===== src/rtl/func_arbiter.sv =====
// func_arbiter: round-robin scheduler sharing one func unit (y = a^3 + isqrt(b))
// among N_REQ requesters. Latches the winner's operands, sequences the
// start/busy handshake, and returns the result with a one-cycle done pulse
// to the owning requester.
// Optional watchdog: define FUNC_ARB_TIMEOUT_EN to abort an operation after
// TIMEOUT_CYC cycles in the wait states (err_o=1, y_o=0). Without it the FSM
// waits indefinitely and err_o is tied low.
module func_arbiter #(
   parameter int N_REQ       = 4,
   parameter int TIMEOUT_CYC = 255
) (
   input  logic               clk_i,
   input  logic               rst_i,
   input  logic [N_REQ-1:0]   req_i,
   input  logic [8*N_REQ-1:0] a_i,
   input  logic [8*N_REQ-1:0] b_i,
   output logic [N_REQ-1:0]   grant_o,
   output logic [N_REQ-1:0]   done_o,
   output logic [23:0]        y_o,
   output logic               err_o,
   output logic               func_start_o,
   output logic [7:0]         func_a_o,
   output logic [7:0]         func_b_o,
   input  logic               func_busy_i,
   input  logic [23:0]        func_y_i
);

   localparam int IW = (N_REQ > 1) ? $clog2(N_REQ) : 1;

   typedef enum logic [2:0] {
      S_IDLE,
      S_ISSUE,
      S_WAIT_BUSY,
      S_WAIT_DONE,
      S_RESP
   } state_t;

   state_t           state_q, state_d;
   logic [N_REQ-1:0] grant_q, grant_d;
   logic [N_REQ-1:0] done_q, done_d;
   logic [23:0]      y_q, y_d;
   logic             start_q, start_d;
   logic [7:0]       a_q, a_d;
   logic [7:0]       b_q, b_d;
   // Index of the current owner. The search only runs in IDLE, i.e. after the
   // previous owner's RESP, so this register also serves as last_owner.
   logic [IW-1:0]    owner_q, owner_d;

   logic [IW-1:0]    win_idx;
   logic             win_found;
   logic             wd_fire;

   // Round-robin search starting just after the last owner.
   always_comb begin
      logic [IW-1:0] cand;
      win_found = 1'b0;
      win_idx   = '0;
      cand      = '0;
      for (int i = 1; i <= N_REQ; i++) begin
         cand = IW'((int'(owner_q) + i) % N_REQ);
         if (!win_found && req_i[cand]) begin
            win_found = 1'b1;
            win_idx   = cand;
         end
      end
   end

`ifdef FUNC_ARB_TIMEOUT_EN
   logic [31:0] wd_cnt_q, wd_cnt_d;
   logic        err_q, err_d;

   // Watchdog fires only when the normal wait-state exit is not taken.
   assign wd_fire = (wd_cnt_q == 32'(TIMEOUT_CYC - 1)) &&
                    (((state_q == S_WAIT_BUSY) && !func_busy_i) ||
                     ((state_q == S_WAIT_DONE) &&  func_busy_i));

   // Watchdog counter and error flag next-state; err clears on a new grant.
   always_comb begin
      wd_cnt_d = wd_cnt_q;
      err_d    = err_q;
      if (state_q == S_IDLE) begin
         wd_cnt_d = '0;
         if (win_found) begin
            err_d = 1'b0;
         end
      end else if ((state_q == S_WAIT_BUSY) || (state_q == S_WAIT_DONE)) begin
         wd_cnt_d = wd_cnt_q + 32'd1;
         if (wd_fire) begin
            err_d = 1'b1;
         end
      end
   end

   // Watchdog registers.
   always_ff @(posedge clk_i or negedge rst_i) begin
      if (!rst_i) begin
         wd_cnt_q <= '0;
         err_q    <= 1'b0;
      end else begin
         wd_cnt_q <= wd_cnt_d;
         err_q    <= err_d;
      end
   end

   assign err_o = err_q;
`else
   // The limit only matters when the watchdog is built in.
   logic [31:0] unused_timeout;
   assign unused_timeout = 32'(TIMEOUT_CYC);
   assign wd_fire        = 1'b0;
   assign err_o          = 1'b0;
`endif

   // FSM next-state and registered-output next values.
   always_comb begin
      state_d = state_q;
      grant_d = grant_q;
      done_d  = '0;
      y_d     = y_q;
      start_d = 1'b0;
      a_d     = a_q;
      b_d     = b_q;
      owner_d = owner_q;
      case (state_q)
         S_IDLE: begin
            if (win_found) begin
               grant_d          = '0;
               grant_d[win_idx] = 1'b1;
               owner_d          = win_idx;
               a_d              = a_i[8*win_idx +: 8];
               b_d              = b_i[8*win_idx +: 8];
               start_d          = 1'b1;
               state_d          = S_ISSUE;
            end
         end
         S_ISSUE: begin
            state_d = S_WAIT_BUSY;
         end
         S_WAIT_BUSY: begin
            if (func_busy_i) begin
               state_d = S_WAIT_DONE;
            end else if (wd_fire) begin
               y_d     = '0;
               state_d = S_RESP;
            end
         end
         S_WAIT_DONE: begin
            if (!func_busy_i) begin
               y_d     = func_y_i;
               state_d = S_RESP;
            end else if (wd_fire) begin
               y_d     = '0;
               state_d = S_RESP;
            end
         end
         S_RESP: begin
            done_d  = grant_q;
            grant_d = '0;
            state_d = S_IDLE;
         end
         default: begin
            state_d = S_IDLE;
         end
      endcase
   end

   // State and output registers; reset takes effect immediately.
   always_ff @(posedge clk_i or negedge rst_i) begin
      if (!rst_i) begin
         state_q <= S_IDLE;
         grant_q <= '0;
         done_q  <= '0;
         y_q     <= '0;
         start_q <= 1'b0;
         a_q     <= '0;
         b_q     <= '0;
         owner_q <= IW'(N_REQ - 1);
      end else begin
         state_q <= state_d;
         grant_q <= grant_d;
         done_q  <= done_d;
         y_q     <= y_d;
         start_q <= start_d;
         a_q     <= a_d;
         b_q     <= b_d;
         owner_q <= owner_d;
      end
   end

   assign grant_o      = grant_q;
   assign done_o       = done_q;
   assign y_o          = y_q;
   assign func_start_o = start_q;
   assign func_a_o     = a_q;
   assign func_b_o     = b_q;

endmodule


===== config.mk =====
export PLATFORM = sky130hd
export DESIGN_NAME = func_arbiter
export DESIGN_NICKNAME = d
export VERILOG_FILES = /design/src/rtl/func_arbiter.sv
export SDC_FILE = /design/constraint.sdc
export NUM_CORES = 1
export LEC_CHECK = 0
export ABC_AREA = 0
export BUFFER_PORTS_ARGS = -buffer_cell sky130_fd_sc_hd__buf_2
export CAP_MARGIN = 10
export CORE_MARGIN = 8
export CORE_UTILIZATION = 48
export DETAILED_ROUTE_END_ITERATION = 8
export PLACE_DENSITY = 0.85
export SLEW_MARGIN = 5
export SYNTH_ARGS = -nofsm -noshare
export SYNTH_HDL_FRONTEND = slang
export SYNTH_SLANG_ARGS = --single-unit
export TNS_END_PERCENT = 1

===== constraint.sdc =====
create_clock -name clk_i -period 5.15 [get_ports clk_i]
set_input_delay 0.2575 -clock clk_i [delete_from_list [all_inputs] [get_ports clk_i]]
set_output_delay 0.2575 -clock clk_i [all_outputs]
set_load 0.02 [all_outputs]

* Word level (Yosys, flattened, before mapping)
Cells that the tools add are included.
** Word-level totals
- Logic and storage cells :: 68
- Bits in registers :: 54
- Bits in read-only memories :: 0
- Memory bits (writable) :: 0
- Latch bits :: 0
- Memories kept :: 0
- Output and inout bits :: 50
** Operators by class
- Shift-type cells :: 2
- Add/subtract/negate cells :: 4
- Mux-type cells :: 27
- Reduce and logical (&&, ||, !) cells :: 13
- Magnitude comparators :: 6
- $mul :: 0
- Bitwise operators :: 1
- Equal/unequal tests :: 7
- Divide/modulo/power cells :: 0
** Operators by type and width (number)
- 32-bit by 6-bit variable part select with 8-bit output :: 2
- 2-bit by 3-bit less-than comparator with 1-bit output (second input constant) :: 5
- 3-bit case mux with 4 select lines :: 1
- 1-bit two-way mux :: 11
- 3-bit two-way mux :: 3
- 1-bit binary-select mux with 2-bit select :: 4
- 2-bit two-way mux :: 4
- 4-bit two-way mux :: 2
- 4-bit case mux with 2 select lines :: 1
- 3-bit by 2-bit equality test with 1-bit output (second input constant) :: 2
- 2-bit inequality test (second input constant) :: 3
- 2-bit AND reduction :: 3
- 2-bit by 1-bit adder with 2-bit output (second input constant) :: 2
- 2-bit adder (second input constant) :: 2
- 1-bit logical AND :: 4
- 3-bit by 1-bit equality test with 1-bit output (second input constant) :: 1
- 3-bit equality test (second input constant) :: 1
- 1-bit zero test :: 3
- 3-bit zero test :: 1
- 3-bit AND reduction :: 1
- 1-bit demux with 2-bit select :: 1
- 2-bit by 1-bit greater-or-equal comparator with 1-bit output (second input constant) :: 1
- 2-bit nonzero test :: 1
- 1-bit inverter :: 1

* Longest topological paths before layout
Gate-level depths: netlist (run 1).
- Depth after elaboration :: 19
- Mapped depth :: 7
- Mapped depth without buffers :: 5

* Worst setup path before layout (run 1)
Ideal clock, no wire load.
- Kind :: reg2reg
- From :: register owner_q[0]
- To :: register a_q[0], in the netlist func_a_o[0]
- Period minus slack after synthesis :: 1.919 ns
- Path buffers :: 1
- Cell stages (with the launch flop) :: 7
- Setup time :: 0.082 ns
- Path slack :: 3.231 ns
- Data arrival time :: 1.837 ns
- Cell sequence :: dfstp_2 -> nand2b_4 -> o21ai_2 -> a211oi_4 -> buf_8 -> mux2_4 -> a31oi_1
** Between the ends
- Cells in the longest elaborated chain, start to end :: 14
- Elaborated cells on any way between the ends :: 28
** Ends and longest elaborated chain
- from (decl) :: line 47 : logic [IW-1:0] owner_q, owner_d;
- from (signal assigned) :: line 177 : owner_q <= IW'(N_REQ - 1);
- from (signal assigned) :: line 186 : owner_q <= owner_d;
- 2-bit by 1-bit adder with 2-bit output :: line 60 : cand = IW'((int'(owner_q) + i) % N_REQ);
- 1-bit binary-select mux with 2-bit select :: line 61 : if (!win_found && req_i[cand]) begin
- 1-bit two-way mux (implied by the code) :: line 61
- 1-bit two-way mux :: line 61
- 1-bit zero test :: line 61
- 1-bit logical AND :: line 61
- 1-bit two-way mux :: line 61
- 1-bit zero test :: line 61
- 1-bit logical AND :: line 61
- 1-bit two-way mux :: line 61
- 1-bit zero test :: line 61
- 1-bit logical AND :: line 61
- 2-bit two-way mux or 1-bit two-way mux (tied branches) :: line 61
- 32-bit by 6-bit variable part select with 8-bit output or 2-bit AND reduction (tied branches)
- to (signal assigned) :: line 175 : a_q <= '0;
- to (signal assigned) :: line 184 : a_q <= a_d;
- to (decl) :: line 43 : logic [7:0] a_q, a_d;
Parallel ways exist; a longest one is shown, timed or not. The select of a mux whose other input is x is not followed.
A chain may end at the register's enable or synchronous reset.

* Worst setup path after layout (run 1)
- From :: register owner_q[0]
- To :: register b_q[5], in the netlist func_b_o[5]
** Between the ends
- Cells in the longest elaborated chain, start to end :: 14
- Elaborated cells on any way between the ends :: 28
** Ends and longest elaborated chain
- 2-bit by 1-bit adder with 2-bit output :: line 60
- 1-bit binary-select mux with 2-bit select :: line 61
- 1-bit two-way mux (implied by the code) :: line 61
- 1-bit two-way mux :: line 61
- 1-bit zero test :: line 61
- 1-bit logical AND :: line 61
- 1-bit two-way mux :: line 61
- 1-bit zero test :: line 61
- 1-bit logical AND :: line 61
- 1-bit two-way mux :: line 61
- 1-bit zero test :: line 61
- 1-bit logical AND :: line 61
- 2-bit two-way mux or 1-bit two-way mux (tied branches) :: line 61
- 32-bit by 6-bit variable part select with 8-bit output or 2-bit AND reduction (tied branches)
- to (signal assigned) :: line 176 : b_q <= '0;
- to (signal assigned) :: line 185 : b_q <= b_d;
- to (decl) :: line 44 : logic [7:0] b_q, b_d;
Parallel ways exist; a longest one is shown, timed or not. The select of a mux whose other input is x is not followed.

==> run metrics, run 1 <==
Yosys reg bits 54; Fin. Hold Viols 0; core area 5439 µm²; final hold slack about 0.072 ns; Initial Util 49.18%; outcome complete, no violations; cts hold-fix bufs 0; root buf cell clkbuf_8; FMAX a little over 0.4 GHz; fin worst setup slack between 2 and 3 ns; proportion of layout cells with a drive suffix above 1 52.32%; dpl cells between 400 and 500; Worst path slowest cell a211oi_4; post-route ant nets 0; overall global routing resource usage 18.07%; Compound-Gate Fraction of Synth Area between 10% and 20%; post_cts resized 0; P_int around 1200 µW; commonest cells in the netlist 52 x dfrtp_1, 44 x nand2_1, 31 x mux2_2; post-synth top area share between 40% and 50%; first-pass GRT wire length 12.37 mm; Syn Inst Count between 200 and 250; nets in the synthesized netlist between 300 and 400; pwr dens roughly 600 nW/µm²; number of global-route vias before repair 2,571; relative slew slack a little over a quarter; xor/xnor share of the synthesized area 0%; drt wl/cell about 16 µm; Avg Inst Size Synth between 10 and 15 µm²; Post-Synth Simple-Gate Area between 10% and 20%; CTS Sinks 54; fin crit share between 40% and 50%; CTS tree yes; Worst-Skew Late Latency roughly 0.30 ns; Comb pwr share just over 50%; unrepaired setup endpoints after global routing false; number of synthesized flops with an enable pin 0; Switching Share between 40% and 50%; clock buffer depth 2; Worst-Margin Slew approximately 1.1 ns; Net Switching 900.2 µW; CTS buffer count 5; Critical Path RT ~5.4 ns; Async S/R FF share, synth 100.0%; Critical Path End Type register; DR iter-0 viols 77; Hold WC Path Type in -> async; drt drc 0; clk slew on worst S/H paths ~0.10 ns; synth unique cells 33; leakage between 0.0015 and 0.002 µW; sequential power share about a third; Synth Flop Type dfrtp_1; drt total wl between 7 and 8 mm; crit path max fanout 17; Ys Warns 0; Max stage delay on crit path 0.91 ns; Clk pwr share 13.5%; Crit Path Category reg -> reg; crit-path cells nand2b_4, o21ai_2, a211oi_4, mux2_2, a31oi_1; Post-DP HPWL 5.947 mm; Area contributors post-synth dfrtp_1 49%, mux2_2 13%, nand2_1 6.2%, mux2_4 5.1%, a22oi_1 4.8%; area growth from synthesis to layout 32.51%; MaxCap Viol Count 0; Placer Congestion slightly above 0.9; die span in y ~91 µm; post-synthesis mux area share a little under a fifth; Die X roughly 90 µm; worst path arrival time roughly 2.7 ns; initial antenna violation count 0; sequential cell area fraction in the yosys report approximately half; via count between 2,000 and 2,500; post-route clock skew between 0.007 and 0.008 ns; Post-Layout Cell Count 460; Final nets just under 500; buffers added on ports ~140; GRT overflow 0; main combinational cell family by area after synthesis multiplexers; DRT Pass-1 Iters 6; minimum clock period 2.464 ns; Setup Fix Bufs, Post-CTS 0; setup violators final 0; num ports roughly 150; Synth Area in Adders 0%; worst vdd rail ir drop 0.0002611 V; ant diodes 0; Mapped Area 2675 µm²; H-tree depth 2; Final Power 2127 µW; largest net degree at the start of global routing 55; CP Launch Type register; die area around 8000 µm²; Worst Path Buf+Inv 0; Place WS between 2 and 3 ns; Rows 27; top-count cell post-synth dfrtp_1; area leader, netlist dfrtp_1; Final Max Tran Viols 0; TNS Setup 0 ns; critical path's top delay family compound AO/OA/AOI/OAI gates; DR vias/cell approximately 5.2
[metrics by stage]
step / utilization (%) / instance area (µm²)
floorplan: - / 2675
global placement: 63.03 / 3428
detailed placement: 63.03 / 3428
CTS: 65.17 / 3545
global route: 65.17 / 3545
finish: 65.17 / 3545
[cells by family (layout without fill, tap and decap cells)]
group	after synthesis	after routing
compound gates	53	53
buf+inv	19	158
flops	54	54
mux	40	40
other cells	1	1
simple gates	82	82
[cell type report]
cell class	instances	area, µm²
fillers	442	1894
flip-flops and latches	54	1354
multi-input cells	176	1231
repair buffers	146	738.2
well taps	72	90.09
clock buffers	5	68.82
clock inverters	3	47.55
inverters	4	15.01
[cells in the final DEF (no fill, tap or decap), drive strengths merged]
cell type,instances
a211oi,1
a31oi,16
nand2b,3
and2b,1
nand2,44
o21ai,7
nor3,4
clkbuf,5
a22oi,17
a311o,1
bufinv,1
clkinv,1
or2,1
nor3b,1
a311oi,1
o2bb2ai,1
nor2,24
a21oi,5
dfstp,2
buf,146
o211a,1
inv,5
and3,4
o31ai,1
dfrtp,52
conb,1
a221oi,1
mux2,40
a211o,1
[power by group through the flow]
| stage | combinational, µW | sequential [µW] | clock [µW] |
|---|---|---|---|
| 6_report | 1090 | 748 | 287 |
| 5_1_grt | 1200 | 774 | 306 |
| 4_1_cts | 1110 | 746 | 294 |
| 3_5_place_dp | 1110 | 751 | 0 |
| 3_3_place_gp | 1080 | 741 | 0 |
| 2_1_floorplan | 563 | 951 | 0 |
[final timing paths]
check                           slack, ns     endpoint         start  cells past startpoint
worst min-delay path                 0.07    done_o[2]         rst_i                      2
worst max-delay path                 2.69  func_b_o[5]    owner_q[0]                      5
worst min register to register       0.51       y_o[9]        y_o[9]                      1
max in group asynchronous            4.65  func_b_o[2]         rst_i                      2
min in group clk_i                   0.19      y_o[22]  func_y_i[22]                      2
worst max register to register       2.69  func_b_o[5]    owner_q[0]                      5
[routing by layer]
metal | track usage (%) | part of all wire (%) | vias up
li1 | - | - | 1151
met1 | 21.15 | 44 | 1095
met2 | 28.50 | 44 | 128
met3 | 9.227 | 12 | 2
met4 | 4.577 | 0.49 | 0
met5 | 0 | 0 | -
[worst reg2reg max path: stages, from the launching register on]
cell,delay [ns]
dfstp_2,0.61
nand2b_4,0.19
o21ai_2,0.08
a211oi_4,0.91
mux2_2,0.43
a31oi_1,0.17
[state kept, by name (all words and copies together), names as in the netlist]
name,count
y_o,24
func_b_o,8
owner_q,2
func_a_o,8
func_start_o,1
state_q,3
grant_o,4
done_o,4
No activity file was read; power rests on OpenSTA's default activity.
==> inputs of run 2 (changes only) <==
CORE_UTILIZATION = 45   (was 48)
PLACE_DENSITY = 0.81   (was 0.85)
clock period = 2.5 ns   (was 5.15 ns; I/O delays follow)
==> run metrics, run 2 (synthesis results as in run 1) <==
GRT overflow 0 (unchanged); pwr dens 1232 nW/µm² (was 600.1 nW/µm²); Die X 93.10 µm (was 90.65 µm); drt drc 0 (unchanged); proportion of layout cells with a drive suffix above 1 52.79% (was 52.32%); Setup Fix Bufs, Post-CTS 0 (unchanged); ant diodes 0 (unchanged); RR Startpoint owner_q[1] (was owner_q[0]); core area 5851 µm² (was 5439 µm²); Final Util 61.76% (was 65.17%); Fin. Hold Viols 0 (unchanged); largest net degree at the start of global routing 34 (was 55); DR iter-0 viols 65 (was 77); Worst Hold Path EP state_q[2]; first-pass GRT wire length 12.54 mm (was 12.37 mm); commonest non-fill, non-tap cell in the layout buf_2 (unchanged); final instance area 3613 µm² (was 3545 µm²); max reg flops 24 (unchanged); CTS tree yes (unchanged); Initial Util 45.72% (was 49.18%); hold path cells 2; Crit Path Category reg -> reg (unchanged); Worst path slowest cell nor2_1 (was a211oi_4); crit-path cells and2b_1, o21ai_0, nor2_1, a22oi_1, a31oi_1 (was nand2b_4, o21ai_2, a211oi_4, mux2_2, a31oi_1); Worst-Skew Late Latency 0.31 ns (was 0.30 ns); Hold WC Path Type in -> reg (was in -> async); worst reg-to-reg path cell count 5 (unchanged); DRT Pass-1 Iters 4 (was 6); via count 2,409 (was 2,376); Post-DP Area 3487 µm² (was 3428 µm²); CTS Sinks 54 (unchanged); crit path max fanout 12 (was 17); Critical Path End Type register (unchanged); most crowded layer after global routing met2 (unchanged); Worst R2R End func_b_o[6] (was func_b_o[5]); Max stage delay on crit path 0.68 ns (was 0.91 ns); post_cts resized 0 (unchanged); CTS buffer count 5 (unchanged); outcome complete, no violations (unchanged); CP Launch Type register (unchanged); die area 8668 µm² (was 8217 µm²); Place WS 0.4327 ns (was 2.695 ns); post-route ant nets 0 (unchanged); num ports 145 (unchanged); global routing usage on met1 20.53% (was 21.15%); Final nets 488 (was 482); relative slew slack 40.73% (was 27.26%); Worst Path Buf+Inv 0 (unchanged); worst vdd rail ir drop 0.0006688 V (was 0.0002611 V); TNS Setup 0 ns (unchanged); fin worst setup slack 0.4104 ns (was 2.686 ns); DR vias/cell 5.136 (was 5.165); reg2reg setup slack 0.41 ns (was 2.69 ns); initial antenna violation count 0 (unchanged); fin crit share 83.58% (was 47.84%); critical path's top delay family simple AND/OR/NAND/NOR gates (was compound AO/OA/AOI/OAI gates); root buf cell clkbuf_8 (unchanged); clk slew on worst S/H paths 0.10 ns (about the same); worst path arrival time 2.32 ns (was 2.69 ns); setup violators final 0 (unchanged); fill count 511 (was 442); beginning of the worst hold path func_busy_i; drt wl/cell 16.43 µm (was 16.37 µm); drt total wl 7.708 mm (was 7.529 mm); Worst-Margin Slew 0.8858 ns (was 1.088 ns); cts hold-fix bufs 1 (was 0); post-route clock skew 0.009317 ns (was 0.007628 ns); Placer Congestion 0.8409 (was 0.9190); unrepaired setup endpoints after global routing false (unchanged); most frequent cells in the layout 143 x buf_2, 52 x dfrtp_1, 44 x nand2_1, 31 x mux2_2, 23 x nor2_1 (unchanged); minimum clock period 2.090 ns (was 2.464 ns); Final Max Tran Viols 0 (unchanged); FMAX 0.4786 GHz (was 0.4059 GHz); overall global routing resource usage 17.78% (was 18.07%); clock buffer depth 2 (unchanged); M2 GR Usage 30.77% (was 28.50%); Critical Path RT 2.73 ns (was 5.38 ns); buffers added on ports 143 (unchanged); area growth from synthesis to layout 35.08% (was 32.51%); GRT met3 Usage 6.811% (was 9.227%); leakage 0.001813 µW (was 0.001780 µW); Post-DP HPWL 6.239 mm (was 5.947 mm); H-tree depth 2 (unchanged); die span in y 93.10 µm (was 90.65 µm); number of global-route vias before repair 2,593 (was 2,571); Final Power 4450 µW (was 2127 µW); Rows 28 (was 27); MaxCap Viol Count 0 (unchanged)
[run 2: report_power, final]
part           total (µW)  internal, µW  switching (µW)
registers            1540          1290             242
logic                2310           983            1330
clock network         604           304             300
[run 2: how the worst max path moves through the flow]
stage,startpoint,end,cells past startpoint
4_1_cts,owner_q[1],func_b_o[6],5
6_report,owner_q[1],func_b_o[6],5
2_1_floorplan,owner_q[0],func_a_o[2],6
5_1_grt,owner_q[1],func_b_o[7],5
3_3_place_gp,owner_q[1],func_a_o[3],5
3_5_place_dp,owner_q[0],func_b_o[4],6
[run 2: worst reg2reg max path: cells and delay by family, from the launching register on]
family	cells	cell delay, ns
and+or+nand+nor	2	0.85
DFF	1	0.66
AOI/OAI and AO/OA	3	0.51
[run 2: per-stage QoR]
stage / instances / hold slack (ns)
after CTS: 469 / 0.02804
after global routing: 469 / 0.02505
after floorplan: 249 / -0.1706
final: 469 / 0.03985
after global placement: 460 / 0.2162
after detailed placement: 460 / 0.2236
[run 2: metal layers]
metal  part of all wire, %  vias up  wire length, µm
li1                      -     1169                -
met5                     0        -                0
met2                    48      117             3727
met3                    10        2              791
met1                    41     1121             3159
met4                  0.38        0               29
[run 2: area by class of cell]
cell class	count	area [µm²]	share of cell area (%)
clock buffers	5	68.82	1.904
clock inverters	3	47.55	1.316
inverters	4	15.01	0.4155
multi-input cells	176	1236	34.21
flip-flops and latches	54	1354	37.47
well taps	75	93.84	2.597
repair buffers	152	798.3	22.09
